`src/rtl/fpu_pkg.sv`:
```
// ---------------------------------------------------------------------------
// fpu_pkg
// Shared definitions for the FPU issue controller and its flag accumulator:
//   - issue FSM state encoding
//   - FPU operation and mode encodings
//   - exception bit indices and widths
// Configuration macro used by the importing blocks: FPU_ISSUE_STICKY_EN
// ---------------------------------------------------------------------------
package fpu_pkg;

    // Issue controller FSM: one operation in flight at a time.
    typedef enum logic [1:0] {
        ST_IDLE  = 2'd0,
        ST_ISSUE = 2'd1,
        ST_WAIT  = 2'd2,
        ST_RESP  = 2'd3
    } state_t;

    // FPU operation codes; these travel to the FPU untouched.
    localparam logic [1:0] OP_ADD = 2'b00;
    localparam logic [1:0] OP_SUB = 2'b01;
    localparam logic [1:0] OP_MUL = 2'b10;
    localparam logic [1:0] OP_DIV = 2'b11;

    // Mode field (rounding control). Values 5..7 are not named here but are
    // forwarded to the FPU exactly as received.
    localparam int          MODE_W   = 3;
    localparam logic [2:0]  MODE_RNE = 3'd0;
    localparam logic [2:0]  MODE_RTZ = 3'd1;
    localparam logic [2:0]  MODE_RDN = 3'd2;
    localparam logic [2:0]  MODE_RUP = 3'd3;
    localparam logic [2:0]  MODE_RMM = 3'd4;

    // Exception flag vector layout.
    localparam int EXC_W         = 5;
    localparam int EXC_OVERFLOW  = 4;
    localparam int EXC_UNDERFLOW = 3;
    localparam int EXC_DIV_ZERO  = 2;
    localparam int EXC_INVALID   = 1;
    localparam int EXC_INEXACT   = 0;

    // Command tag and latency counter widths (latency range 1..15).
    localparam int TAG_W = 4;
    localparam int CNT_W = 4;

    // Value loaded into the wait counter so the capture lands exactly
    // FPU_LATENCY cycles after the o_fpu_valid pulse.
    function automatic logic [CNT_W-1:0] lat_preload(input int latency);
        return CNT_W'(latency - 1);
    endfunction

endpackage

```
`src/rtl/fpu_flag_accum.sv`:
```
// ---------------------------------------------------------------------------
// fpu_flag_accum
// Sticky exception accumulator. Each capture ORs the new flags into the
// sticky register; a clear empties it. When clear and capture coincide the
// result is exactly the newly captured flags.
// Ports:
//   clk, rst  : clock, synchronous active-high reset
//   capture   : one-cycle strobe, flags are valid this cycle
//   clr       : clear request
//   flags     : exception flags being captured
//   sticky    : accumulated flags
// Only instantiated when FPU_ISSUE_STICKY_EN is defined.
// ---------------------------------------------------------------------------
module fpu_flag_accum
    import fpu_pkg::*;
(
    input  logic             clk,
    input  logic             rst,
    input  logic             capture,
    input  logic             clr,
    input  logic [EXC_W-1:0] flags,
    output logic [EXC_W-1:0] sticky
);

    logic [EXC_W-1:0] sticky_reg;
    logic [EXC_W-1:0] sticky_next;

    always_comb begin
        sticky_next = clr ? '0 : sticky_reg;
        if (capture) begin
            sticky_next = sticky_next | flags;
        end
    end

    always_ff @(posedge clk) begin
        if (rst) begin
            sticky_reg <= '0;
        end else begin
            sticky_reg <= sticky_next;
        end
    end

    assign sticky = sticky_reg;

endmodule

```
`src/rtl/fpu_issue_ctrl.sv`:
```
// ---------------------------------------------------------------------------
// fpu_issue_ctrl
// Single-outstanding issue controller between a host command channel and a
// fixed-latency FPU. Flow: IDLE (accept) -> ISSUE (one-cycle o_fpu_valid)
// -> WAIT (count down FPU_LATENCY) -> RESP (hold response until taken).
// Parameters:
//   BIT_WIDTH   : operand/result width (32, 64 or 128)
//   FPU_LATENCY : cycles from o_fpu_valid to valid FPU result (1..15)
// Ports:
//   clk, rst                          : clock, synchronous active-high reset
//   i_cmd_* / o_cmd_ready             : host command channel
//   o_fpu_* / i_fpu_output/exeption   : FPU-facing side
//   o_rsp_* / i_rsp_ready             : response channel
//   o_busy                            : controller not idle
//   o_sticky / i_sticky_clr           : sticky exception flags
// Configuration: define FPU_ISSUE_STICKY_EN to build the sticky accumulator;
// otherwise o_sticky is tied to zero and i_sticky_clr is ignored.
// ---------------------------------------------------------------------------
module fpu_issue_ctrl
    import fpu_pkg::*;
#(
    parameter int BIT_WIDTH   = 128,
    parameter int FPU_LATENCY = 1
) (
    input  logic                 clk,
    input  logic                 rst,
    // host command channel
    input  logic                 i_cmd_valid,
    output logic                 o_cmd_ready,
    input  logic [MODE_W-1:0]    i_cmd_mode,
    input  logic [1:0]           i_cmd_op,
    input  logic [BIT_WIDTH-1:0] i_cmd_a,
    input  logic [BIT_WIDTH-1:0] i_cmd_b,
    input  logic [TAG_W-1:0]     i_cmd_tag,
    // FPU side
    output logic                 o_fpu_valid,
    output logic [MODE_W-1:0]    o_fpu_mode,
    output logic [1:0]           o_fpu_operation,
    output logic [BIT_WIDTH-1:0] o_fpu_inputA,
    output logic [BIT_WIDTH-1:0] o_fpu_inputB,
    input  logic [BIT_WIDTH-1:0] i_fpu_output,
    input  logic [EXC_W-1:0]     i_fpu_exeption,
    // response channel
    output logic                 o_rsp_valid,
    input  logic                 i_rsp_ready,
    output logic [BIT_WIDTH-1:0] o_rsp_data,
    output logic [EXC_W-1:0]     o_rsp_exeption,
    output logic [TAG_W-1:0]     o_rsp_tag,
    // status
    output logic                 o_busy,
    output logic [EXC_W-1:0]     o_sticky,
    input  logic                 i_sticky_clr
);

    localparam logic [CNT_W-1:0] LAT_PRELOAD = lat_preload(FPU_LATENCY);

    state_t                 state_reg;
    logic [CNT_W-1:0]       cnt_reg;
    logic                   fpu_valid_reg;
    logic                   rsp_valid_reg;
    logic [MODE_W-1:0]      mode_reg;
    logic [1:0]             op_reg;
    logic [BIT_WIDTH-1:0]   a_reg;
    logic [BIT_WIDTH-1:0]   b_reg;
    logic [TAG_W-1:0]       tag_reg;
    logic [BIT_WIDTH-1:0]   rsp_data_reg;
    logic [EXC_W-1:0]       rsp_exc_reg;

    // The only cycle in which the FPU result bus is looked at.
    logic capture_en;
    assign capture_en = (state_reg == ST_WAIT) && (cnt_reg == '0);

    always_ff @(posedge clk) begin
        if (rst) begin
            state_reg     <= ST_IDLE;
            cnt_reg       <= '0;
            fpu_valid_reg <= 1'b0;
            rsp_valid_reg <= 1'b0;
            mode_reg      <= '0;
            op_reg        <= '0;
            a_reg         <= '0;
            b_reg         <= '0;
            tag_reg       <= '0;
            rsp_data_reg  <= '0;
            rsp_exc_reg   <= '0;
        end else begin
            // o_fpu_valid is a single-cycle pulse raised on entry to ISSUE.
            fpu_valid_reg <= 1'b0;
            case (state_reg)
                ST_IDLE: begin
                    if (i_cmd_valid) begin
                        mode_reg      <= i_cmd_mode;
                        op_reg        <= i_cmd_op;
                        a_reg         <= i_cmd_a;
                        b_reg         <= i_cmd_b;
                        tag_reg       <= i_cmd_tag;
                        fpu_valid_reg <= 1'b1;
                        state_reg     <= ST_ISSUE;
                    end
                end
                ST_ISSUE: begin
                    cnt_reg   <= LAT_PRELOAD;
                    state_reg <= ST_WAIT;
                end
                ST_WAIT: begin
                    if (capture_en) begin
                        rsp_data_reg  <= i_fpu_output;
                        rsp_exc_reg   <= i_fpu_exeption;
                        rsp_valid_reg <= 1'b1;
                        state_reg     <= ST_RESP;
                    end else begin
                        cnt_reg <= cnt_reg - 1'b1;
                    end
                end
                ST_RESP: begin
                    if (i_rsp_ready) begin
                        rsp_valid_reg <= 1'b0;
                        state_reg     <= ST_IDLE;
                    end
                end
                default: begin
                    state_reg <= ST_IDLE;
                end
            endcase
        end
    end

    // Ready is a pure decode of the state register, so it is low throughout
    // ISSUE/WAIT/RESP including the response handshake cycle.
    assign o_cmd_ready     = (state_reg == ST_IDLE);
    assign o_busy          = (state_reg != ST_IDLE);

    // Command registers only change on an accepted command, so the FPU
    // operands stay stable from ISSUE through the end of WAIT.
    assign o_fpu_valid     = fpu_valid_reg;
    assign o_fpu_mode      = mode_reg;
    assign o_fpu_operation = op_reg;
    assign o_fpu_inputA    = a_reg;
    assign o_fpu_inputB    = b_reg;

    assign o_rsp_valid     = rsp_valid_reg;
    assign o_rsp_data      = rsp_data_reg;
    assign o_rsp_exeption  = rsp_exc_reg;
    assign o_rsp_tag       = tag_reg;

`ifdef FPU_ISSUE_STICKY_EN
    fpu_flag_accum u_flag_accum (
        .clk     (clk),
        .rst     (rst),
        .capture (capture_en),
        .clr     (i_sticky_clr),
        .flags   (i_fpu_exeption),
        .sticky  (o_sticky)
    );
`else
    // No accumulator in this build; the clear input has nothing to act on.
    logic unused_sticky_clr;
    assign unused_sticky_clr = i_sticky_clr;
    assign o_sticky          = '0;
`endif

endmodule

```
`config.mk`:
```
export PLATFORM = sky130hd
export DESIGN_NAME = fpu_issue_ctrl
export DESIGN_NICKNAME = d
export VERILOG_FILES = /design/src/rtl/fpu_pkg.sv /design/src/rtl/fpu_flag_accum.sv /design/src/rtl/fpu_issue_ctrl.sv
export SDC_FILE = /design/constraint.sdc
export NUM_CORES = 1
export LEC_CHECK = 0
export ABC_AREA = 1
export CORE_AREA = 3 3 313 315
export DETAILED_ROUTE_END_ITERATION = 8
export DIE_AREA = 0 0 316 318
export GPL_TIMING_DRIVEN = 0
export MAX_ROUTING_LAYER = met4
export PLACE_DENSITY_LB_ADDON = 0.25
export SKIP_CTS_REPAIR_TIMING = 1
export SYNTH_ARGS = -nofsm -noshare
export SYNTH_HDL_FRONTEND = slang
export SYNTH_SLANG_ARGS = --single-unit
```
`constraint.sdc`:
```
create_clock -name clk -period 1.95 [get_ports clk]
set_input_delay 0.39 -clock clk [delete_from_list [all_inputs] [get_ports clk]]
set_output_delay 0.39 -clock clk [all_outputs]
set_load 0.01 [all_outputs]
```
### Yosys cells after proc, flatten, opt, wreduce, memory -nomap -nowiden

Index checks and enable logic that the tools add are counted.

* register bits: 406
* bits of input ports: 403
* output and inout port bits: 407
* word-level logic and storage cells: 42

* add/subtract/negate cells: 1
* equality and inequality tests: 7
* muxes and demuxes: 10
* bitwise logic cells: 1
* reduce and logical (&&, ||, !) cells: 12

Operators by type and width (number)
* $ne 2x2->1 const B: 4
* $pmux 2 s4: 1
* $pmux 4 s2: 1
* $mux 2: 3
* $reduce_and 2->1: 3
* $reduce_and 3->1: 2
* $reduce_bool 2->1: 3
* $eq 2x2->1 const B: 2
* $logic_not 4->1: 1
* $mux 4: 1
* $sub 4x1->4 const B: 1
* $mux 1: 3
* $eq 2x1->1 const B: 1
* $logic_not 2->1: 1
* $pmux 1 s2: 1
* $reduce_or 2->1: 1
* $logic_and 1x1->1: 1
* $not 1->1: 1

### Logic depth before layout (Yosys ltp)

* word-level depth: 4
* depth in mapped cells: 8
* depth with buffers taken out: 8

### Worst setup path after synthesis

No wires, ideal clock.

* path kind: reg2reg
* start: register state_reg[0]
* end: register a_reg[0], in the netlist o_fpu_inputA[0]
* setup time: 64 ps
* arrival time: 1377 ps
* data required time: 1886 ps
* path slack: 508 ps
* cell stages (with the launch flop): 8
* path buffers: 2
* period minus slack after synthesis: 1442 ps
* cell sequence: dfxtp_1 -> inv_1 -> ha_1 -> nand2_1 -> buf_2 -> clkbuf_1 -> o21ai_0 -> nor2_1

* word-level cells in the longest chain between the ends: 2

RTL lines
* start, declared: line fpu_issue_ctrl.sv:57 `state_t state_reg;`
* start signal, assigned: line fpu_issue_ctrl.sv:75 `state_reg <= ST_IDLE;`
* start signal, assigned: line fpu_issue_ctrl.sv:98 `state_reg <= ST_ISSUE;`
* start signal, assigned: line fpu_issue_ctrl.sv:103 `state_reg <= ST_WAIT;`
* $logic_not 2->1
* via o_cmd_ready: line fpu_issue_ctrl.sv:29 `output logic o_cmd_ready,`
* $reduce_and 2->1 (no source line)
* end signal, assigned: line fpu_issue_ctrl.sv:94 `a_reg <= i_cmd_a;`
* end, declared: line fpu_issue_ctrl.sv:63 `logic [BIT_WIDTH-1:0] a_reg;`

The timed path passes the listed nets, and every way through them passes these cells.
A chain may end at the register's enable or synchronous reset.

### Worst setup path in the final report

* start: register b_reg[27], in the netlist o_fpu_inputB[27]
* end: output port o_fpu_inputB[27]

RTL lines
* start, declared: line fpu_issue_ctrl.sv:64 `logic [BIT_WIDTH-1:0] b_reg;`
* start signal, assigned: line fpu_issue_ctrl.sv:95 `b_reg <= i_cmd_b;`
* end, declared: line fpu_issue_ctrl.sv:40 `output logic [BIT_WIDTH-1:0] o_fpu_inputB,`

No word-level cell between the ends.

==> results.sh <==
export IMPL_status="completed"
export IMPL_cap_violations=0
export IMPL_worstPathArrival_ps=1500
export IMPL_worst_slew_pin_slew_ps=796.3
export IMPL_antenna_found_initial=12
export IMPL_leakage_nw=14.23
export IMPL_slowest_stage="clkdlybuf4s50_1"
export IMPL_wl_per_cell_um=18.41
export IMPL_slew_limit_headroom_pct=46.91
export IMPL_finalCritPeriodShare_pct=97.09
export IMPL_crit_chain="clkdlybuf4s50_1"
export IMPL_fin_crit_ps=1893
export IMPL_cts_buffer_depth=3
export IMPL_cpPeakStageDelay_ps=560
export IMPL_hold_viol_final=0
export IMPL_synth_flop_cell="dfxtp_1"
export IMPL_whs_ps=328.4
export IMPL_yosysMostFrequentCell="nor2_1"
export IMPL_path_buf_inv=1
export IMPL_syn_area_mm2=0.01405
export IMPL_crit_family="buffers and inverters"
export IMPL_synth_seq_area_share_pct=57.87
export IMPL_synth_area_per_cell_um2=7.812
export IMPL_rsz0062_at_grt="no"
export IMPL_fmax_mhz=528.2
export IMPL_ff2ff_setup_slack_ps=170
export IMPL_cp_max_fo=2
export IMPL_initial_utilization_pct=14.76
export IMPL_drive_above_1_share_pct=6.830
export IMPL_drcViolationCount=0
export IMPL_grt_start_max_net_pins=14
export IMPL_grt_pass1_wl_um=102600
export IMPL_ys_async_sr_fraction_pct=0
export IMPL_critical_path_class="register to output pin"
export IMPL_hold_end="o_rsp_data[8]$_SDFFE_PP0P_"
export IMPL_postLayoutSetupSlackWorst_ps=56.66
export IMPL_power_density_mw_per_mm2=1243
export IMPL_detail_route_antenna_nets=0
export IMPL_cp_end_kind="output pin"
export IMPL_cts_tree="built"
export IMPL_holdCritStartpoint="i_fpu_output[8]"
export IMPL_pin_count=810
export IMPL_gp_congestion=0.8302
export IMPL_grt_ovfl_total=0
export IMPL_dieWidth_um=316
export IMPL_synth_edf_count=0
export IMPL_r2r_start="state_reg[0]$_SDFFE_PP0P_"
export IMPL_cts_sinks=406
export IMPL_fin_nets=3067
export IMPL_clk_latency_ps=610
export IMPL_vias=14840
export IMPL_peakVddDrop_v=0.0006017
export IMPL_track_usage_pct=14.28
export IMPL_core_area_mm2=0.09515
export IMPL_synth_distinct_cells=20
export IMPL_timing_final_max_slew_violations=0
export IMPL_clk_pin_slew_ps=60
export IMPL_final_setup_viol_count=0
export IMPL_synth_largest_area_cell="dfxtp_1"
export IMPL_firstDrtPassIters=5
export IMPL_htree_levels=2
export IMPL_fin_tns_setup_ps=0
export IMPL_ys_ff_latch=406
export IMPL_fin_worst_skew_ps=20.70
export IMPL_synth_top_area_share_pct=57.87
export IMPL_syn2layout_area_growth_pct=86.58
export IMPL_synth_area_leaders="dfxtp_1, nor2_1, o21ai_0"
export IMPL_dpl_worst_slack_ps=-1214
export IMPL_routed_wl_um=73080
export IMPL_reg2reg_to="o_rsp_data[126]$_SDFFE_PP0P_"
export IMPL_reg2reg_depth=8
export IMPL_vias_per_cell=3.740
export IMPL_cts_buffers=52
export IMPL_synthTopCellsByCount="nor2_1, dfxtp_1, nand2_1"
export IMPL_root_buffer="clkbuf_16"
export IMPL_die_h_um=318
export IMPL_row_count=113
export IMPL_die_area_mm2=0.1005
export IMPL_grt_pass1_vias=14870
export IMPL_hpwlAfterDp_um=57650
export IMPL_portBuffers=803
export IMPL_worstHoldPathType="input port to register"
export IMPL_hold_depth=3
export IMPL_required_ps=1560
export IMPL_critPathLaunchType="register"
export IMPL_yosysWarnings=0
export IMPL_syn_inst=1798
export IMPL_detail_route_iter0_violations=573
[worst max path at each step]
stage	startpoint	end	slack [ps]	depth (start not counted)
6_report	o_fpu_inputB[27]$_SDFFE_PP0P_	o_fpu_inputB[27]	60	1
5_1_grt	o_rsp_data[92]$_SDFFE_PP0P_	o_rsp_data[92]	0.1	1
4_1_cts	state_reg[0]$_SDFFE_PP0P_	o_fpu_inputB[124]$_SDFFE_PP0P_	-990	7
3_3_place_gp	rst	o_fpu_inputA[103]$_SDFFE_PP0P_	-1160	6
2_1_floorplan	state_reg[0]$_SDFFE_PP0P_	o_fpu_inputA[0]$_SDFFE_PP0P_	510	7
3_5_place_dp	rst	o_fpu_inputA[103]$_SDFFE_PP0P_	-1210	6
[power breakdown]
| group | internal (mW) | switching [mW] |
|---|---|---|
| registers | 10.3 | 0.987 |
| clock network | 5.48 | 3.86 |
| logic | 5.47 | 6.44 |
| total | 21.3 | 11.3 |
[cell families (layout without fill, tap and decap cells)]
kind of cell,count (synthesis),in the layout,synth area share (%)
fa+ha+maj,5,5,0.4454
compound gates,404,404,14.40
other cells,1,15,0.02670
flops,406,406,57.87
simple gates,832,832,22.49
buf+inv,150,1042,4.775
[layout make-up]
| class | count | area (um^2) |
|---|---|---|
| diodes | 10 | 25.02 |
| plain buffers | 135 | 703.2 |
| clock buffers | 74 | 1515 |
| clock inverters | 15 | 112.6 |
| fillers | 10370 | 68940 |
| inverters | 15 | 60.06 |
| multi-input cells | 1246 | 5300 |
| flip-flops and latches | 406 | 8133 |
| well taps | 1265 | 1583 |
| repair buffers | 803 | 8776 |
[routing by layer]
layer | vias to the layer above | routed length, um | GRT usage, %
li1 | 7512 | - | -
met1 | 6689 | 27270 | 14.74
met2 | 527 | 36670 | 24.71
met3 | 115 | 6725 | 4.838
met4 | 0 | 2421 | 5.911
met5 | - | 0 | -
[cells in the final DEF (no fill, tap or decap), drive strengths merged]
master,instances
inv,16
nand2,283
dfxtp,406
buf,53
dlymetal6s2s,299
bufinv,1
nor2,540
clkinvlp,3
a21oi,138
clkbuf,157
nand3,5
clkdlybuf4s15,1
clkinv,10
ha,5
or2,2
nand4,2
o21ai,266
conb,5
clkdlybuf4s50,502
diode,10
[per-stage QoR]
stage	std cells	power, mW	util [%]	cell area, um^2
finish	3969	32.58	27.54	26210
global route	3968	34.80	27.54	26210
CTS	3959	33.60	26.60	25310
detailed placement	3870	23.94	24.89	23680
global placement	3870	23.93	24.89	23680
floorplan	1802	16.62	-	14060
Note: power is estimated with default switching activity, not from simulation.
==> RTL change, RTL diff (config.mk and constraints unchanged) <==
Add a define of `FPU_ISSUE_STICKY_EN`.
--- a/src/rtl/fpu_issue_ctrl.sv
+++ b/src/rtl/fpu_issue_ctrl.sv
@@ -17,4 +17,6 @@
 // otherwise o_sticky is tied to zero and i_sticky_clr is ignored.
 // ---------------------------------------------------------------------------
+`define FPU_ISSUE_STICKY_EN
+
 module fpu_issue_ctrl
     import fpu_pkg::*;
Check against the original RTL: not settled (the Yosys comparison gave no result); the edit may change what the design does.
==> RTL change against the original RTL <==
Cell area increased by 1.1%. Total power increased by 7.2%. Setup slack improved by 0.0049 ns. Worst hold slack better by 0.017 ns. Clock power up 12%. Cell count up 0.50%. Sequential cell count rose by 5. Routed wire length about the same. Combinational power rose by 6%. Critical endpoint is now o_fpu_inputB[20]. Largest cell class unchanged. Synthesized area is 0.90% higher. Sequential share of layout area hardly changed. Clock skew shrank 0.0066 ns.
==> RTL change: results (changes against the original RTL) <==
metric,value,unit,change
p_leak,14.05,nW,-1.3%
met3_length,6608,um,-1.7%
drt_pre_antenna_iters,4,,-1
yosysUniqueCellTypes,19,,-5.0%
post_dp_cell_area,23840,um2,+0.68%
layout.cells.non_filler,3989,,+0.50%
grt_use_total,0.1433,,+0.0004892
met1_usage,0.1585,,+0.01113
synth_seq_area_share,0.5806,,+0.001903
met3_usage,0.04943,,+0.001042
met2_length,35960,um,-1.9%
status,finished clean,,
io_buffer_count,808,,+0.62%
pwr-share-clk,0.299,,+0.012
grt_max_degree,13,,-1
seq_share,0.3105,,about the same
first_iter_violations,509,,-11%
synthTopCellsByCount,"539 x nor2_1, 411 x dfxtp_1, 287 x nand2_1, 266 x o21ai_0, 143 x a21oi_1",,
fin_skew,0.01413,ns,-0.006570 ns
slew_headroom,0.4167,,-0.05240
vdd_ir_drop_max,0.0006047,V,+0.50%
n_all_inverters,18,,+3
multi_input_comb_cells,1251,,+0.40%
gp_congestion,0.7967,,-4.0%
clk_share,0.07000,,+0.007887
multi_input_area_share,0.1993,,-0.002952
n_all_buffers,939,,+0.11%
ys_ff_latch,411,,+1.2%
wl_per_cell,18.33,um,-0.45%
drive_gt1_frac,0.06667,,-0.001633
pg_seq,11.8,mW,+4%
grt_first_pass_wirelength,103200,um,+0.63%
routed_via_density,3.772,,+0.85%
diodes,9,,-1
grt_pass1_vias,14842,,-0.20%
drt-met1-wl,28880,um,+5.9%
synth.area.top_cells,"dfxtp_1 58%, nor2_1 14%, o21ai_0 9.4%, nand2_1 7.6%, a21oi_1 5.0%",,
dp_slack,-0.7907,ns,+0.4229 ns
placedCellCount,3885,,+0.39%
p_switching,11.83,mW,+4.8%
synth_cells,1812,,+0.78%
num-clock-buffers,80,,+8.1%
nets,3081,,+0.46%
RTL change: tightest hold or removal path, stage by stage:
cell and delay [ns]:
clkdlybuf4s50_1 0.39, nand2_1 0.06, a21oi_1 0.05
RTL change: cell families after synthesis:
group,count (synthesis),share of synthesized area
AND/OR/NAND/NOR,837,0.2235
flip-flops,411,0.5806
buffers and inverters,150,0.04706
AO/OA/AOI/OAI,409,0.1444
adder cells (fa/ha/maj),5,0.004414
RTL change: worst paths after layout:
path         slack, ns  depth (start not counted)                           from                           end
max               0.06                          1  o_fpu_inputB[20]$_SDFFE_PP0P_              o_fpu_inputB[20]
min               0.35                          3               i_fpu_output[39]   o_rsp_data[39]$_SDFFE_PP0P_
max reg2reg       0.10                          8      state_reg[0]$_SDFFE_PP0P_  o_rsp_data[124]$_SDFFE_PP0P_
min reg2reg       0.46                          2    o_rsp_data[15]$_SDFFE_PP0P_   o_rsp_data[15]$_SDFFE_PP0P_
